==> src/rtl/uart_pkg.sv <==
// Shared UART definitions: parity modes, transmitter FSM encoding and baud divisor helper.
package uart_pkg;

    localparam int PAR_NONE = 0;
    localparam int PAR_ODD  = 1;
    localparam int PAR_EVEN = 2;

    typedef enum logic [2:0] {
        ST_IDLE,
        ST_START,
        ST_DATA,
        ST_PARITY,
        ST_STOP
    } tx_state_e;

    // Clocks per bit period; the receiver derives its divisor the same way.
    function automatic int bps_cnt(input int clk_freq, input int bps);
        return clk_freq / bps;
    endfunction

endpackage

==> src/rtl/uart_tx_fifo.sv <==
// Synchronous FIFO buffering words for the UART transmitter.
// Pointers carry one extra wrap bit so level = wr - rd distinguishes full from empty.
module uart_tx_fifo #(
    parameter int WIDTH = 8,
    parameter int DEPTH = 4
) (
    input  logic                       clk_i,
    input  logic                       rst_i,
    input  logic                       push_i,
    input  logic [WIDTH-1:0]           din_i,
    input  logic                       pop_i,
    output logic [WIDTH-1:0]           dout_o,
    output logic                       full_o,
    output logic                       empty_o,
    output logic [$clog2(DEPTH):0]     level_o
);

    localparam int AW = $clog2(DEPTH);

    logic [WIDTH-1:0] mem_q [DEPTH];
    logic [AW:0]      wr_ptr_q;
    logic [AW:0]      rd_ptr_q;

    always_ff @(posedge clk_i) begin
        if (rst_i) begin
            wr_ptr_q <= '0;
            rd_ptr_q <= '0;
        end else begin
            if (push_i) wr_ptr_q <= wr_ptr_q + 1'b1;
            if (pop_i)  rd_ptr_q <= rd_ptr_q + 1'b1;
        end
    end

    always_ff @(posedge clk_i) begin
        if (push_i) mem_q[wr_ptr_q[AW-1:0]] <= din_i;
    end

    assign level_o = wr_ptr_q - rd_ptr_q;
    assign full_o  = (level_o == (AW+1)'(DEPTH));
    assign empty_o = (level_o == '0);
    assign dout_o  = mem_q[rd_ptr_q[AW-1:0]];

endmodule

==> src/rtl/uart_tx_core.sv <==
// UART transmitter: FIFO front end feeding a start/data/parity/stop serialiser.
// Queued words are chained from the last stop cycle straight into the next start bit.
module uart_tx_core
    import uart_pkg::*;
#(
    parameter int CLK_FREQ   = 50000000,
    parameter int UART_BPS   = 115200,
    parameter int DATA_BITS  = 8,
    parameter int PARITY     = 0,
    parameter int STOP_BITS  = 1,
    parameter int FIFO_DEPTH = 4
) (
    input  logic                          sys_clk,
    input  logic                          sys_rst,
    input  logic [DATA_BITS-1:0]          tx_data,
    input  logic                          tx_valid,
    output logic                          tx_ready,
    output logic                          uart_txd,
    output logic                          tx_busy,
    output logic [$clog2(FIFO_DEPTH):0]   fifo_level
);

    localparam int BPS_CNT = bps_cnt(CLK_FREQ, UART_BPS);
    localparam int CW      = $clog2(BPS_CNT);

    tx_state_e            state_q;
    logic [CW-1:0]        clk_cnt_q;
    logic [3:0]           bit_cnt_q;
    logic [DATA_BITS-1:0] shift_q;
    logic                 par_q;
    logic                 txd_q;
    logic                 busy_q;

    logic                 fifo_full;
    logic                 fifo_empty;
    logic                 fifo_pop;
    logic [DATA_BITS-1:0] fifo_dout;
    logic                 bit_last;
    logic                 stop_done;

    uart_tx_fifo #(
        .WIDTH (DATA_BITS),
        .DEPTH (FIFO_DEPTH)
    ) u_fifo (
        .clk_i   (sys_clk),
        .rst_i   (sys_rst),
        .push_i  (tx_valid & tx_ready),
        .din_i   (tx_data),
        .pop_i   (fifo_pop),
        .dout_o  (fifo_dout),
        .full_o  (fifo_full),
        .empty_o (fifo_empty),
        .level_o (fifo_level)
    );

    assign tx_ready  = !fifo_full;
    assign bit_last  = (clk_cnt_q == CW'(BPS_CNT - 1));
    assign stop_done = (state_q == ST_STOP) && bit_last && (bit_cnt_q == 4'(STOP_BITS - 1));
    assign fifo_pop  = !fifo_empty && ((state_q == ST_IDLE) || stop_done);

    always_ff @(posedge sys_clk) begin
        if (sys_rst) begin
            state_q   <= ST_IDLE;
            clk_cnt_q <= '0;
            bit_cnt_q <= '0;
            shift_q   <= '0;
            par_q     <= 1'b0;
            txd_q     <= 1'b1;
            busy_q    <= 1'b0;
        end else if (fifo_pop) begin
            // Parity latched from the popped word so later tx_data changes cannot affect it.
            shift_q   <= fifo_dout;
            par_q     <= (^fifo_dout) ^ 1'(PARITY == PAR_ODD);
            txd_q     <= 1'b0;
            busy_q    <= 1'b1;
            state_q   <= ST_START;
            clk_cnt_q <= '0;
            bit_cnt_q <= '0;
        end else if (state_q != ST_IDLE) begin
            clk_cnt_q <= bit_last ? '0 : clk_cnt_q + 1'b1;
            if (bit_last) begin
                case (state_q)
                    ST_START: begin
                        state_q <= ST_DATA;
                        txd_q   <= shift_q[0];
                    end
                    ST_DATA: begin
                        if (bit_cnt_q == 4'(DATA_BITS - 1)) begin
                            bit_cnt_q <= '0;
                            if (PARITY != PAR_NONE) begin
                                state_q <= ST_PARITY;
                                txd_q   <= par_q;
                            end else begin
                                state_q <= ST_STOP;
                                txd_q   <= 1'b1;
                            end
                        end else begin
                            bit_cnt_q <= bit_cnt_q + 4'd1;
                            shift_q   <= shift_q >> 1;
                            txd_q     <= shift_q[1];
                        end
                    end
                    ST_PARITY: begin
                        state_q <= ST_STOP;
                        txd_q   <= 1'b1;
                    end
                    ST_STOP: begin
                        if (bit_cnt_q == 4'(STOP_BITS - 1)) begin
                            state_q   <= ST_IDLE;
                            busy_q    <= 1'b0;
                            bit_cnt_q <= '0;
                        end else begin
                            bit_cnt_q <= bit_cnt_q + 4'd1;
                        end
                    end
                    default: state_q <= ST_IDLE;
                endcase
            end
        end
    end

    assign uart_txd = txd_q;
    assign tx_busy  = busy_q;

endmodule
==> config.mk <==
export PLATFORM = sky130hd
export DESIGN_NAME = uart_tx_core
export DESIGN_NICKNAME = d
export VERILOG_FILES = /design/src/rtl/uart_pkg.sv /design/src/rtl/uart_tx_fifo.sv /design/src/rtl/uart_tx_core.sv
export SDC_FILE = /design/constraint.sdc
export NUM_CORES = 1
export LEC_CHECK = 0
export BUFFER_PORTS_ARGS = -buffer_cell sky130_fd_sc_hd__buf_4
export CAP_MARGIN = 40
export CORE_ASPECT_RATIO = 2
export CORE_MARGIN = 2
export CORE_UTILIZATION = 54
export DETAILED_ROUTE_END_ITERATION = 10
export GPL_TIMING_DRIVEN = 1
export PLACE_DENSITY = 0.75
export SYNTH_ARGS = -nofsm -noshare
export SYNTH_HDL_FRONTEND = slang
export SYNTH_SLANG_ARGS = --single-unit
==> constraint.sdc <==
create_clock -name sys_clk -period 2.35 [get_ports sys_clk]
set_input_delay 0.1175 -clock sys_clk [delete_from_list [all_inputs] [get_ports sys_clk]]
set_output_delay 0.1175 -clock sys_clk [all_outputs]
set_load 0.02 [all_outputs]
==> metrics.txt <==
# Max-Cap Violations=0; final design instance area without fill=3485 um^2; clk sinks=66; Cell Int Power=2.657 mW; Clock Power Share=20.0%; Final Hold Viols=0; #FFs+latches synth=66; Slew HR=57.83%; most frequent cells in the layout=dfxtp_1 (34), edfxtp_1 (32), buf_4 (26), nor2_1 (17), nand2_1 (15); Post-CTS Repair Setup Buffers=0; Critical Path RT=2.57 ns; Synth Flop Type=dfxtp_1; launching point of the worst reg2reg path=bit_cnt_q[0]; Crit. End Element=flop; TritonCTS buffer count=9; largest net degree at the start of global routing=13; DR top layer=met4; CP max FO=8; launch point of the critical path=bit_cnt_q[0]; diode count=0; routed wl met2=3.355 mm; Initial Util=55.47%; fin util=64.29%; Comb power frac=around two fifths; Lkg Pwr=between 1 and 1.5 nW; core area=5420 um^2; sw frac=37.01%; initial DRC count=50; M1 WL=2.109 mm; Worst EP arrival=2.42 ns; Tmin final=2.202 ns; synthesized netlist cell count=257; Die Wd=56.76 um; Area Overhead vs Synth=15.90%; pre-CTS setup slack=0.07149 ns; power share of the sequential group=38.5%; Routed Antenna Nets=0; via count=about 2000; worst slew pin tran=roughly 0.62 ns; total grt overflow=0; unrepaired setup endpoints after global routing=no; number of enable flip-flop cells after synthesis=32; gr usage total=20.85%; Avg Inst Size Synth=11.70 um^2; critical path class=flop to flop; max-slew violations=0; syn_nets=279; Worst setup SP type=flop; Fillers=417; Final GP Congestion=0.7873; hold crit path type=input pin to flop; hold path start=sys_rst; Max Fclk=approximately 450 MHz; 1st-pass router iterations=4; Yosys Warn Count=0; Worst Skew=between 0.015 and 0.02 ns; Netlist cell types=48; Placement Cell Area=~3200 um^2; post-synthesis sequential area ratio=54.60%; Vias/cell=approximately 5.8; global-route wire length before repair=9.742 mm; status=finished clean; DRT Wirelength=5.779 mm; Finished Layout Cells=354; drt drc=0; Setup TNS=0 ns; Root Buffer=clkbuf_8; final setup violation count=0; # nets final=311; most common cell after layout, fill and taps aside=dfxtp_1; share of post-route cells with drive strength above 1=19.39%; Async S/R FF share, synth=0%; final worst setup slack=0.1479 ns; initial antenna violation count=0; Power per Cell Area=roughly 1200 nW/um^2; Final period util=a little over nine tenths; routed wl met3=around 150 um; post-synth top area share=31.96%; clock transition at the registers of the reported paths=0.07 ns; vias in the first global route=2142; Die Y=109.5 um; Worst-Skew Late Latency=0.35 ns; Port Buf Inserts=16; Post-Syn Area=3007 um^2; WL per Instance=16.32 um; Hold Slack=0.03734 ns; I/O pin cnt=17; placed cells=330; Final Total Pwr=roughly 4.2 mW; CTS tree=done; Psw=~1.6 mW; Clock Path Buffers=2; die area=6217 um^2; Area contributors post-synth=edfxtp_1 (32%), dfxtp_1 (23%), mux4_2 (6.0%), ha_1 (4.2%), xor2_1 (2.3%); CTS H-Tree Depth=3; Worst VDD drop=approximately 0.97 mV; # rows=38; most area-hungry cell type in the Yosys netlist=edfxtp_1; HPWL Detailed=4.291 mm
[timing repair]
item / in CTS / in global routing
resized for setup: 0 / 4
endpoints found under the setup margin: 0 / 28
hold buffers: 8 / 0
endpoints found under the hold margin: 32 / 0
[synth_stat cells, drive strengths merged (3+ instances only)]
master / count
dfxtp: 34
edfxtp: 32
nor2: 17
nand2: 15
nor3: 13
o21ai: 13
a21oi: 12
inv: 12
clkbuf: 11
ha: 10
mux4: 8
xor2: 8
nand3: 7
a211oi: 6
and2: 6
nand4: 4
or3: 4
mux2i: 3
nand4b: 3
o31ai: 3
xnor2: 3
[flip-flops by register name, indices dropped and copies added, names as in the netlist, named ones only]
| register | flops |
|---|---|
| u_fifo.rd_ptr_q | 3 |
| uart_txd | 1 |
| tx_busy | 1 |
| u_fifo.wr_ptr_q | 3 |
| state_q | 3 |
| bit_cnt_q | 4 |
| clk_cnt_q | 9 |
| u_fifo.mem_q | 32 |
| shift_q | 8 |
[power groups by stage]
stage	logic (mW)	clock network, mW	registers, mW
global route	1.92	0.917	1.66
floorplan	1.19	0	1.59
CTS	1.73	0.870	1.63
global placement	1.68	0	1.64
finish	1.75	0.844	1.63
detailed placement	1.71	0	1.65
[critical path, cell delays in order, from the launching register on]
cell and delay, ns:
dfxtp_1 0.35, inv_1 0.07, ha_1 0.15, or3b_1 0.42, o41a_1 0.56, buf_4 0.21, o31ai_1 0.26, a31oi_1 0.07
[final timing paths]
path	slack (ns)	endpoint	cells after the start
setup reg to reg	0.15	shift_q[3]	7
hold reg to reg	0.47	state_q[0]	2
hold / removal	0.04	u_fifo.rd_ptr_q[2]	2
setup / recovery	0.15	shift_q[3]	7
[cells by family after synthesis]
| kind of cell | synth area share (%) |
|---|---|
| and+or+nand+nor | 16.44 |
| DFF | 54.60 |
| AOI/OAI and AO/OA | 9.779 |
| buffers and inverters | 3.412 |
| xor gates and xnor gates | 3.954 |
| muxes | 6.991 |
| adders and majority gates | 4.827 |
[metal layers]
| metal | vias to the layer above | track usage, % |
|---|---|---|
| met2 | 29 | 40.70 |
| met1 | 975 | 18.57 |
| li1 | 1021 | - |
| met5 | - | 0 |
| met3 | 13 | 5.882 |
| met4 | 0 | 10.96 |
[cell type report]
type | instances | area, um^2 | area share, %
Multi-Input combinational cell | 166 | 1267 | 36.37
Sequential cell | 66 | 1642 | 47.11
Clock inverter | 6 | 42.54 | 1.221
Clock buffer | 10 | 137.6 | 3.950
Tap cell | 60 | 75.07 | 2.154
Timing Repair Buffer | 34 | 275.3 | 7.899
Inverter | 12 | 45.04 | 1.293
Note: power is estimated with default switching activity, not from simulation.
